**src/rtl/weight_fetch_arbiter.sv**
```systemverilog
// weight_fetch_arbiter
// Shares one external weight-memory read port among NUM_REQ layer engines.
// Requests are granted round-robin, one burst at a time. Each grant issues a
// single command, steers the returned beats to the winner via rd_en, and
// marks the last beat with rd_eop. All outputs are registered.
//
// Optional feature: define WFA_WATCHDOG_EN to build a no-progress watchdog
// that aborts a burst stuck in CMD or DATA for TIMEOUT cycles.
module weight_fetch_arbiter #(
  parameter int NUM_REQ = 4,
  parameter int ADDR_W  = 32,
  parameter int LEN_W   = 12,
  parameter int TIMEOUT = 1024
) (
  input  logic                      clk,
  input  logic                      rst_n,
  input  logic [NUM_REQ-1:0]        req,
  input  logic [NUM_REQ*ADDR_W-1:0] req_addr,
  input  logic [NUM_REQ*LEN_W-1:0]  req_len,
  output logic [NUM_REQ-1:0]        gnt,
  output logic                      mem_cmd_valid,
  input  logic                      mem_cmd_rdy,
  output logic [ADDR_W-1:0]         mem_cmd_addr,
  output logic [LEN_W-1:0]          mem_cmd_len,
  input  logic                      mem_rd_valid,
  output logic [NUM_REQ-1:0]        rd_en,
  output logic [NUM_REQ-1:0]        rd_eop,
  output logic                      busy,
  output logic                      err
);

  localparam int IDX_W = $clog2(NUM_REQ);

  typedef enum logic [1:0] {
    IDLE = 2'd0,
    CMD  = 2'd1,
    DATA = 2'd2,
    DONE = 2'd3
  } state_t;

  // Reject parameter values the arbiter was never meant to handle.
  if (NUM_REQ < 2 || NUM_REQ > 16) begin : g_bad_num_req
    $error("weight_fetch_arbiter: NUM_REQ must be in 2..16");
  end
  if (TIMEOUT < 1) begin : g_bad_timeout
    $error("weight_fetch_arbiter: TIMEOUT must be at least 1");
  end

  // Index of requester 'off' positions above 'base', wrapping modulo NUM_REQ.
  function automatic logic [IDX_W-1:0] rot_idx(input logic [IDX_W-1:0] base,
                                               input int off);
    int s;
    s = int'(base) + off;
    if (s >= NUM_REQ) s = s - NUM_REQ;
    return IDX_W'(s);
  endfunction

  // One-hot vector with bit 'idx' set.
  function automatic logic [NUM_REQ-1:0] onehot(input logic [IDX_W-1:0] idx);
    logic [NUM_REQ-1:0] v;
    v      = '0;
    v[idx] = 1'b1;
    return v;
  endfunction

  // Registered state and its next-state counterparts.
  state_t             state_q, state_d;
  logic [IDX_W-1:0]   rr_q, rr_d;
  logic [IDX_W-1:0]   win_q, win_d;
  logic [ADDR_W-1:0]  addr_q, addr_d;
  logic [LEN_W-1:0]   len_q, len_d;
  logic [LEN_W-1:0]   cnt_q, cnt_d;
  logic [NUM_REQ-1:0] gnt_q, gnt_d;
  logic               cmd_valid_q, cmd_valid_d;
  logic [NUM_REQ-1:0] rd_en_q, rd_en_d;
  logic [NUM_REQ-1:0] rd_eop_q, rd_eop_d;
  logic               busy_q, busy_d;
  logic               err_q, err_d;

  // Round-robin pick: first active request at or above rr.
  logic               pick_found;
  logic [IDX_W-1:0]   pick_idx;
  logic [ADDR_W-1:0]  pick_addr;
  logic [LEN_W-1:0]   pick_len;

`ifdef WFA_WATCHDOG_EN
  localparam int WD_W = $clog2(TIMEOUT + 1);
  logic [WD_W-1:0] wd_q, wd_d;
  logic            progress;
`endif

  // Search the request vector starting at the round-robin pointer.
  always_comb begin
    // NOTE: every signal written here gets a default first, so no path can
    // leave it unassigned and infer a latch.
    pick_found = 1'b0;
    pick_idx   = '0;
    for (int k = 0; k < NUM_REQ; k++) begin
      if (!pick_found && req[rot_idx(rr_q, k)]) begin
        pick_found = 1'b1;
        pick_idx   = rot_idx(rr_q, k);
      end
    end
    pick_addr = req_addr[pick_idx*ADDR_W +: ADDR_W];
    pick_len  = req_len[pick_idx*LEN_W +: LEN_W];
  end

  // Next-state and next-output logic for the burst FSM.
  always_comb begin
    state_d     = state_q;
    rr_d        = rr_q;
    win_d       = win_q;
    addr_d      = addr_q;
    len_d       = len_q;
    cnt_d       = cnt_q;
    gnt_d       = gnt_q;
    cmd_valid_d = cmd_valid_q;
    rd_en_d     = '0;
    rd_eop_d    = '0;
    err_d       = err_q;

    case (state_q)
      IDLE: begin
        if (pick_found) begin
          win_d  = pick_idx;
          gnt_d  = onehot(pick_idx);
          addr_d = pick_addr;
          len_d  = pick_len;
          if (pick_len == '0) begin
            // Zero-length burst: no command, just the end-of-burst marker.
            rd_eop_d = onehot(pick_idx);
            state_d  = DONE;
          end else begin
            cmd_valid_d = 1'b1;
            state_d     = CMD;
          end
        end
      end

      CMD: begin
        if (cmd_valid_q && mem_cmd_rdy) begin
          cmd_valid_d = 1'b0;
          cnt_d       = '0;
          state_d     = DATA;
        end
      end

      DATA: begin
        if (mem_rd_valid) begin
          rd_en_d = onehot(win_q);
          cnt_d   = cnt_q + 1'b1;
          if (cnt_q == len_q - 1'b1) begin
            rd_eop_d = onehot(win_q);
            state_d  = DONE;
          end
        end
      end

      DONE: begin
        gnt_d   = '0;
        rr_d    = (win_q == IDX_W'(NUM_REQ - 1)) ? '0 : win_q + 1'b1;
        state_d = IDLE;
      end

      default: state_d = IDLE;
    endcase

    // A beat outside DATA has no owner: flag it and drop it.
    if (mem_rd_valid && state_q != DATA) err_d = 1'b1;

`ifdef WFA_WATCHDOG_EN
    // Count cycles without a handshake or a beat; abort on expiry.
    progress = (state_q == CMD  && cmd_valid_q && mem_cmd_rdy) ||
               (state_q == DATA && mem_rd_valid);
    wd_d     = '0;
    if ((state_q == CMD || state_q == DATA) && !progress) begin
      if (wd_q == WD_W'(TIMEOUT - 1)) begin
        err_d       = 1'b1;
        rd_eop_d    = onehot(win_q);
        rd_en_d     = '0;
        cmd_valid_d = 1'b0;
        state_d     = DONE;
      end else begin
        wd_d = wd_q + 1'b1;
      end
    end
`endif

    busy_d = (state_d != IDLE);
  end

  // State and output registers with synchronous active-low reset.
  always_ff @(posedge clk) begin
    // NOTE: sequential state uses non-blocking assignments so every register
    // samples the pre-edge values regardless of statement order.
    if (!rst_n) begin
      state_q     <= IDLE;
      rr_q        <= '0;
      win_q       <= '0;
      addr_q      <= '0;
      len_q       <= '0;
      cnt_q       <= '0;
      gnt_q       <= '0;
      cmd_valid_q <= 1'b0;
      rd_en_q     <= '0;
      rd_eop_q    <= '0;
      busy_q      <= 1'b0;
      err_q       <= 1'b0;
    end else begin
      state_q     <= state_d;
      rr_q        <= rr_d;
      win_q       <= win_d;
      addr_q      <= addr_d;
      len_q       <= len_d;
      cnt_q       <= cnt_d;
      gnt_q       <= gnt_d;
      cmd_valid_q <= cmd_valid_d;
      rd_en_q     <= rd_en_d;
      rd_eop_q    <= rd_eop_d;
      busy_q      <= busy_d;
      err_q       <= err_d;
    end
  end

`ifdef WFA_WATCHDOG_EN
  // Watchdog counter register.
  always_ff @(posedge clk) begin
    if (!rst_n) wd_q <= '0;
    else        wd_q <= wd_d;
  end
`endif

  assign gnt           = gnt_q;
  assign mem_cmd_valid = cmd_valid_q;
  assign mem_cmd_addr  = addr_q;
  assign mem_cmd_len   = len_q;
  assign rd_en         = rd_en_q;
  assign rd_eop        = rd_eop_q;
  assign busy          = busy_q;
  assign err           = err_q;

endmodule

```
**config.mk**
```make
export PLATFORM = sky130hd
export DESIGN_NAME = weight_fetch_arbiter
export DESIGN_NICKNAME = d
export VERILOG_FILES = /design/src/rtl/weight_fetch_arbiter.sv
export SDC_FILE = /design/constraint.sdc
export NUM_CORES = 1
export LEC_CHECK = 0
export ABC_AREA = 1
export BUFFER_PORTS_ARGS = -buffer_cell sky130_fd_sc_hd__buf_2
export CAP_MARGIN = 20
export CELL_PAD_IN_SITES_DETAIL_PLACEMENT = 1
export CELL_PAD_IN_SITES_GLOBAL_PLACEMENT = 1
export CORE_MARGIN = 5
export CORE_UTILIZATION = 25
export DETAILED_ROUTE_END_ITERATION = 6
export GPL_TIMING_DRIVEN = 0
export PLACE_DENSITY = 0.74
export SLEW_MARGIN = 15
export SYNTH_ARGS = -nofsm -noshare
export SYNTH_HDL_FRONTEND = slang
export SYNTH_SLANG_ARGS = --single-unit
```
**constraint.sdc**
```tcl
create_clock -name clk -period 5.55 [get_ports clk]
set_input_delay 1.11 -clock clk [delete_from_list [all_inputs] [get_ports clk]]
set_output_delay 1.11 -clock clk [all_outputs]
set_load 0.005 [all_outputs]
```
# Word-level counts from Yosys, hierarchy flattened
# Index checks and enable logic that the tools add are counted.
[totals] ff_bits=77 word_cells=113 mem_count=0 romBits=0 out_inout_bits=59 mem_bits_rw=0 inputBits=184 latchBits=0
[classes] muxes=45 n_lt_le_gt_ge=12 n_eq_ne=10 mul=1 div_mod_pow=0 n_bitwise=0 addsub=10 reduce_logical=21 n_shift=2
[op_table] op="128-bit by 8-bit indexed part select with 32-bit output" count=1
[op_table] op="48-bit by 7-bit indexed part select with 12-bit output" count=1
[op_table] op="2-bit two-way mux" count=14
[op_table] op="12-bit two-way mux" count=2
[op_table] op="12-bit one-hot mux with 2 select lines" count=1
[op_table] op="4-bit two-way mux" count=5
[op_table] op="2-bit by 3-bit less-than comparator with 1-bit output, second input constant" count=6
[op_table] op="4-bit one-hot mux with 2 select lines" count=2
[op_table] op="1-bit two-way mux" count=13
[op_table] op="12-bit by 1-bit adder with 12-bit output, second input constant" count=1
[op_table] op="12-bit equality test" count=1
[op_table] op="12-bit zero test" count=1
[op_table] op="12-bit by 1-bit subtractor with 12-bit output, second input constant" count=1
[op_table] op="2-bit inequality test, second input constant" count=5
[op_table] op="3-bit greater-or-equal comparator, second input constant" count=3
[op_table] op="1-bit binary-select mux with 2-bit select" count=4
[op_table] op="2-bit one-hot mux with 4 select lines" count=1
[op_table] op="2-bit nonzero test" count=4
[op_table] op="2-bit by 1-bit subtractor with 2-bit output, second input constant" count=4
[op_table] op="1-bit logical AND" count=7
[op_table] op="2-bit by 2-bit adder with 3-bit output, second input constant" count=2
[op_table] op="2-bit equality test, second input constant" count=3
[op_table] op="3-bit AND reduction" count=2
[op_table] op="1-bit demux with 2-bit select" count=2
[op_table] op="11 further kinds" count=15

# Longest topological paths before layout
[logic_depth] ltp_word=21 mapped_depth=20 ltp_nobuf=20

# Least setup slack after synthesis
# No wires, ideal clock.
[synth_path] path_type="input to register" from="in req[3]" to="reg addr_q[13] (netlist: mem_cmd_addr[13])" setup_slack_ps=2760 arrival_ps=2673 path_buffers=2 path_stages=14 setup_time_ps=116 t_required_ps=5434 cell_sequence="inv_1 > nand2_1 > nand3_1 > nand2_2 > nor2_4 > nand3_4 > o21ai_4 > buf_2 > nor2_4 > buf_2 > a22oi_1 > nand3_1 > o211ai_1 > inv_1"
[synth_between] elab_chain_len=13 word_cells_on_any_way=24 cone_classes="1 x shift; 16 x mux; 7 x reduce/logical"
[synth_lines] element="from (decl)" line="17" rtl="input logic [NUM_REQ-1:0] req,"
[synth_lines] element="1-bit binary-select mux with 2-bit select" line="99" rtl="if (!pick_found && req[rot_idx(rr_q, k)]) begin"
[synth_lines] element="1-bit two-way mux (not written as such)" line="99"
[synth_lines] element="1-bit two-way mux" line="99"
[synth_lines] element="1-bit zero test" line="99"
[synth_lines] element="1-bit logical AND" line="99"
[synth_lines] element="1-bit two-way mux" line="99"
[synth_lines] element="1-bit zero test" line="99"
[synth_lines] element="1-bit logical AND" line="99"
[synth_lines] element="1-bit two-way mux" line="99"
[synth_lines] element="1-bit zero test" line="99"
[synth_lines] element="1-bit logical AND" line="99"
[synth_lines] element="2-bit two-way mux / 1-bit two-way mux (equally long branches)" line="99"
[synth_lines] element="128-bit by 8-bit indexed part select with 32-bit output / 2-bit AND reduction (equally long branches)"
[synth_lines] element="to (signal assigned)" line="213" rtl="addr_q <= addr_d;"
[synth_lines] element="to (decl)" line="70" rtl="logic [ADDR_W-1:0] addr_q, addr_d;"
# Several ways; a longest one is shown, not always the timed one. The select of a mux whose other input is x is not followed.
# A chain may end at the register's enable or synchronous reset.

# Worst setup path in the final report
# Ends and elaborated chain as after synthesis.

==> flow_results.org <==
** STA
- Measured against its own limit, the worst slew margin works out to 56.6%.
- Final-report hold violation count :: 0
- Highest clock frequency the design can meet :: about 330 MHz
- Setup repair after global routing left no endpoint under its margin.
- Setup violations remaining at the end of the flow were counted as 0.
- The worst path in the final design needs a cycle of 3.04 ns, including I/O delays and setup.
- Clock Skew :: 0.00832 ns
- The tightest hold path in the finished design has a slack of 0.468 ns.
- Dividing the final minimum period by the clock period gives between 50% and 60%.
- Sum of negative setup slack :: 0 ns
- Transition time of the tightest slew-check pin :: 0.651 ns
- The count of final max-slew check failures came to 0.

** Synthesis
- Synthesis instantiated 38 different standard cells from the library.
- During synthesis, Yosys emitted a total of 0 warnings.
- Post-synthesis cell type with the largest combined area :: sky130_fd_sc_hd__dfxtp_1
- The most used flip-flop cell after synthesis is sky130_fd_sc_hd__dfxtp_1.
- Counting flops and latches in the post-synthesis netlist gives 77.
- Average cell area after synthesis :: roughly 6.4 um2
- Sequential share of the synthesized area :: a little under a third
- In the post-synthesis netlist, the biggest area contributors are sky130_fd_sc_hd__dfxtp_1 (32%), sky130_fd_sc_hd__nand2_1 (20%), sky130_fd_sc_hd__inv_1 (6.8%).
- Fraction of registers with async set or reset after synthesis :: 0%
- Number of instances in the synthesized netlist :: around 770
- Synthesized area :: 4890 um2
- Most repeated cell in the gate-level netlist after synthesis :: sky130_fd_sc_hd__nand2_1
- Net count after synthesis :: 957
- The commonest cells after synthesis are sky130_fd_sc_hd__nand2_1 (266), sky130_fd_sc_hd__inv_1 (88), sky130_fd_sc_hd__dfxtp_1 (77).
- The synthesized design devotes to its leading area cell type around a third of total area.
- Number of flops mapped to enable cells by yosys :: 0

** Route
- ANT nets after route :: 0
- The pre-antenna-repair detailed-routing pass consisted of 4 iterations.
- The detailed router placed 6038 vias in this run.
- After the first detailed-routing iteration, the DRC count stood at 144.
- Post-detailed-route via-to-cell ratio :: 4.68
- Dividing the detail-routed wire length by the instance count gives approximately 16 um.
- Post-route DRC violation count :: 0
- Sum of routed wire length over all layers :: roughly 21000 um

** Setup path
- In this run the critical register-to-register path is captured at mem_cmd_addr[13]$_SDFFE_PN0P_.
- Type of the worst setup path :: in -> reg
- Logic depth of the worst register-to-register path :: 14
- Critical path cell sequence :: buf_2 > inv_1 > nand2_1 > nand3_1 > nand2_2 > nor2_4 > nand3_4 > nand3_1 > o21ai_4 > buf_2 > nor2_4 > buf_2 > a22oi_1 > nand3_1 > o211ai_1 > inv_1
- STA puts the critical path data arrival time at approximately 3.3 ns.
- Startpoint type of the worst setup path :: input port
- Among cell families on the critical path, the largest total delay comes from simple AND/OR/NAND/NOR gates.
- The largest single stage delay on the critical path is 0.29 ns.
- Data required time at the worst endpoint :: between 5 and 6 ns
- In this run the critical register-to-register path is launched from rr_q[1]$_SDFFE_PN0P_.
- Highest-delay cell along the critical path :: sky130_fd_sc_hd__nor2_4
- Worst path bufs/invs :: 5
- Along the worst path, the maximum fanout reaches 10.
- STA classifies the critical path endpoint as a flip-flop.
- Reg-to-reg slack, setup :: just under 3 ns

** Final layout
- Post-layout nets :: 1209
- Utilization of the core after routing :: a little over a third
- ANT cells :: 0
- Share of final-layout standard cells stronger than drive strength 1 :: 29.2%
- Compared with the post-synthesis result, the final layout area differs by 37.6%.

** Placement
- HPWL Detailed :: 16800 um
- Placer congestion estimate :: around 0.84
- Port Buf Inserts :: 241

** CTS
- Max Buffers Root-to-Sink :: 2
- Clock tree synthesis found a total of slightly below 80 sinks.
- Worst-Skew Late Latency :: 0.34 ns
- CTS HTree Levels :: 3
- Post-cts sizing count :: 0
- Counting the buffers created by CTS gives 9.
- Clock transition time at the flip-flop clock pins of the worst setup and hold paths :: 0.06 ns
- Clock tree root driver cell :: sky130_fd_sc_hd__clkbuf_16
- CTS tree :: built
- Hold buffer count at cts :: 0
- Post-CTS setup buffers :: 0

** Global routing
- Overall track demand over capacity in global routing :: between 10% and 20%
- Global-route wire length before repair :: ~32000 um
- The number of antenna violations at the first check in global routing came to 0.
- Entering global routing, the biggest net connects 15 pins.
- Global route overflow :: 0
- Number of global-route vias before repair :: 6313

** Pwr
- The analysis attributes to cell leakage a power of ~3.7 nW.
- IR analysis of the VDD net gives a maximum drop of 0.131 mV.
- For this design the ratio of total power to cell area is approximately 290 nW/um2.

** Status
- Run status :: completed

** Flow run
- Across the run, the number of max-cap violations was 0.

** Floorplanning
- Die Outline Area :: 22400 um2
- Vert. Die Dim :: between 100 and 150 um
- Initial Util :: 25.3%
- Number of top-level design ports :: 243
- Die boundary width :: 150 um
- The initialized floorplan defines a little over 50 standard-cell rows.
- The total area inside the core boundary comes to between 15000 and 20000 um2.

** Min path
- WHS Endpoint :: err$_SDFFE_PN0P_
- Hold Path Origin :: err$_SDFFE_PN0P_
- The path class of the tightest hold or removal check is reg -> reg.
- The worst hold path was traced through 2 stages.
==> power by group <==
group / total [mW] / switching (mW) / internal [mW]
registers: 0.668 / 0.0501 / 0.618
logic: 0.675 / 0.416 / 0.260
clock network: 0.603 / 0.253 / 0.350
total: 1.95 / 0.719 / 1.23
==> cells by family after synthesis <==
| group | after synthesis | synth area share (%) |
|---|---|---|
| adders and majority gates | 6 | 1.54 |
| AOI/OAI and AO/OA | 129 | 17.6 |
| xor gates and xnor gates | 16 | 2.87 |
| DFF | 77 | 31.5 |
| and+or+nand+nor | 405 | 35.2 |
| buffers and inverters | 134 | 11.3 |
==> layout make-up <==
cell class	instances	area (um2)
tap	265	332
fill	2563	12600
sequential	77	1540
clock buffer	9	225
clock inverter	7	75.1
buffer	36	183
inverter	98	368
multi-input combinational	556	2790
timing repair buffer	241	1210
==> flip-flops by register name, indices dropped and copies added (netlist names) <==
name / flops
rr_q: 2
rd_eop: 4
err: 1
win_q: 2
mem_cmd_addr: 32
busy: 1
state_q: 2
gnt: 4
mem_cmd_len: 12
mem_cmd_valid: 1
rd_en: 4
cnt_q: 12
==> worst max-delay path by stage <==
stage	cells past startpoint	end	startpoint	slack, ns
floorplan	14	mem_cmd_addr[13]$_SDFFE_PN0P_	req[3]	2.76
global placement	13	mem_cmd_len[11]$_SDFFE_PN0P_	req[3]	2.19
detailed placement	16	mem_cmd_addr[30]$_SDFFE_PN0P_	req[3]	2.16
CTS	16	mem_cmd_addr[30]$_SDFFE_PN0P_	req[3]	2.52
global route	15	mem_cmd_addr[13]$_SDFFE_PN0P_	req[1]	2.31
finish	16	mem_cmd_addr[13]$_SDFFE_PN0P_	req[3]	2.51
==> cells in the final DEF (no fill, tap or decap), types with 18 or more instances in the layout <==
cell and instances:
sky130_fd_sc_hd__nand2_1 266, sky130_fd_sc_hd__buf_2 255, sky130_fd_sc_hd__inv_1 88, sky130_fd_sc_hd__dfxtp_1 77
sky130_fd_sc_hd__nand3_1 66, sky130_fd_sc_hd__nor2_1 40, sky130_fd_sc_hd__a21oi_1 36, sky130_fd_sc_hd__a22oi_1 29
sky130_fd_sc_hd__o21ai_0 20, sky130_fd_sc_hd__o221ai_1 18, sky130_fd_sc_hd__o211ai_1 18
==> layer usage <==
layer,track usage [%],vias to the layer above,routed length (um),part of all wire [%]
li1,-,3011,-,-
met1,20.9,2832,8510,41
met2,33.1,166,10500,51
met3,5.33,29,1190,5.8
met4,4.48,0,406,2.0
met5,0,-,0,0
==> metrics by stage <==
stage / instances / area (um2) / total power [mW] / worst slack (ns)
after floorplan: 767 / 4890 / 1.08 / 2.76
after global placement: 1273 / 6420 / 1.35 / 2.19
after detailed placement: 1273 / 6420 / 1.36 / 2.16
after CTS: 1289 / 6720 / 1.97 / 2.52
after global routing: 1289 / 6720 / 2.09 / 2.31
final: 1289 / 6720 / 1.95 / 2.51
==> worst register-to-register path, stage by stage, from the launching register on <==
cell                       delay [ns]
sky130_fd_sc_hd__dfxtp_1         0.42
sky130_fd_sc_hd__inv_2           0.09
sky130_fd_sc_hd__nand2_1         0.08
sky130_fd_sc_hd__nand2_2         0.08
sky130_fd_sc_hd__o21ai_1         0.28
sky130_fd_sc_hd__nand3_4         0.14
sky130_fd_sc_hd__nand3_1         0.13
sky130_fd_sc_hd__o21ai_4         0.11
sky130_fd_sc_hd__buf_2           0.22
sky130_fd_sc_hd__nor2_4          0.29
sky130_fd_sc_hd__buf_2           0.29
sky130_fd_sc_hd__a22oi_1         0.12
sky130_fd_sc_hd__nand3_1         0.13
sky130_fd_sc_hd__o211ai_1        0.11
sky130_fd_sc_hd__inv_1           0.08
Note: power is estimated with default switching activity, not from simulation.
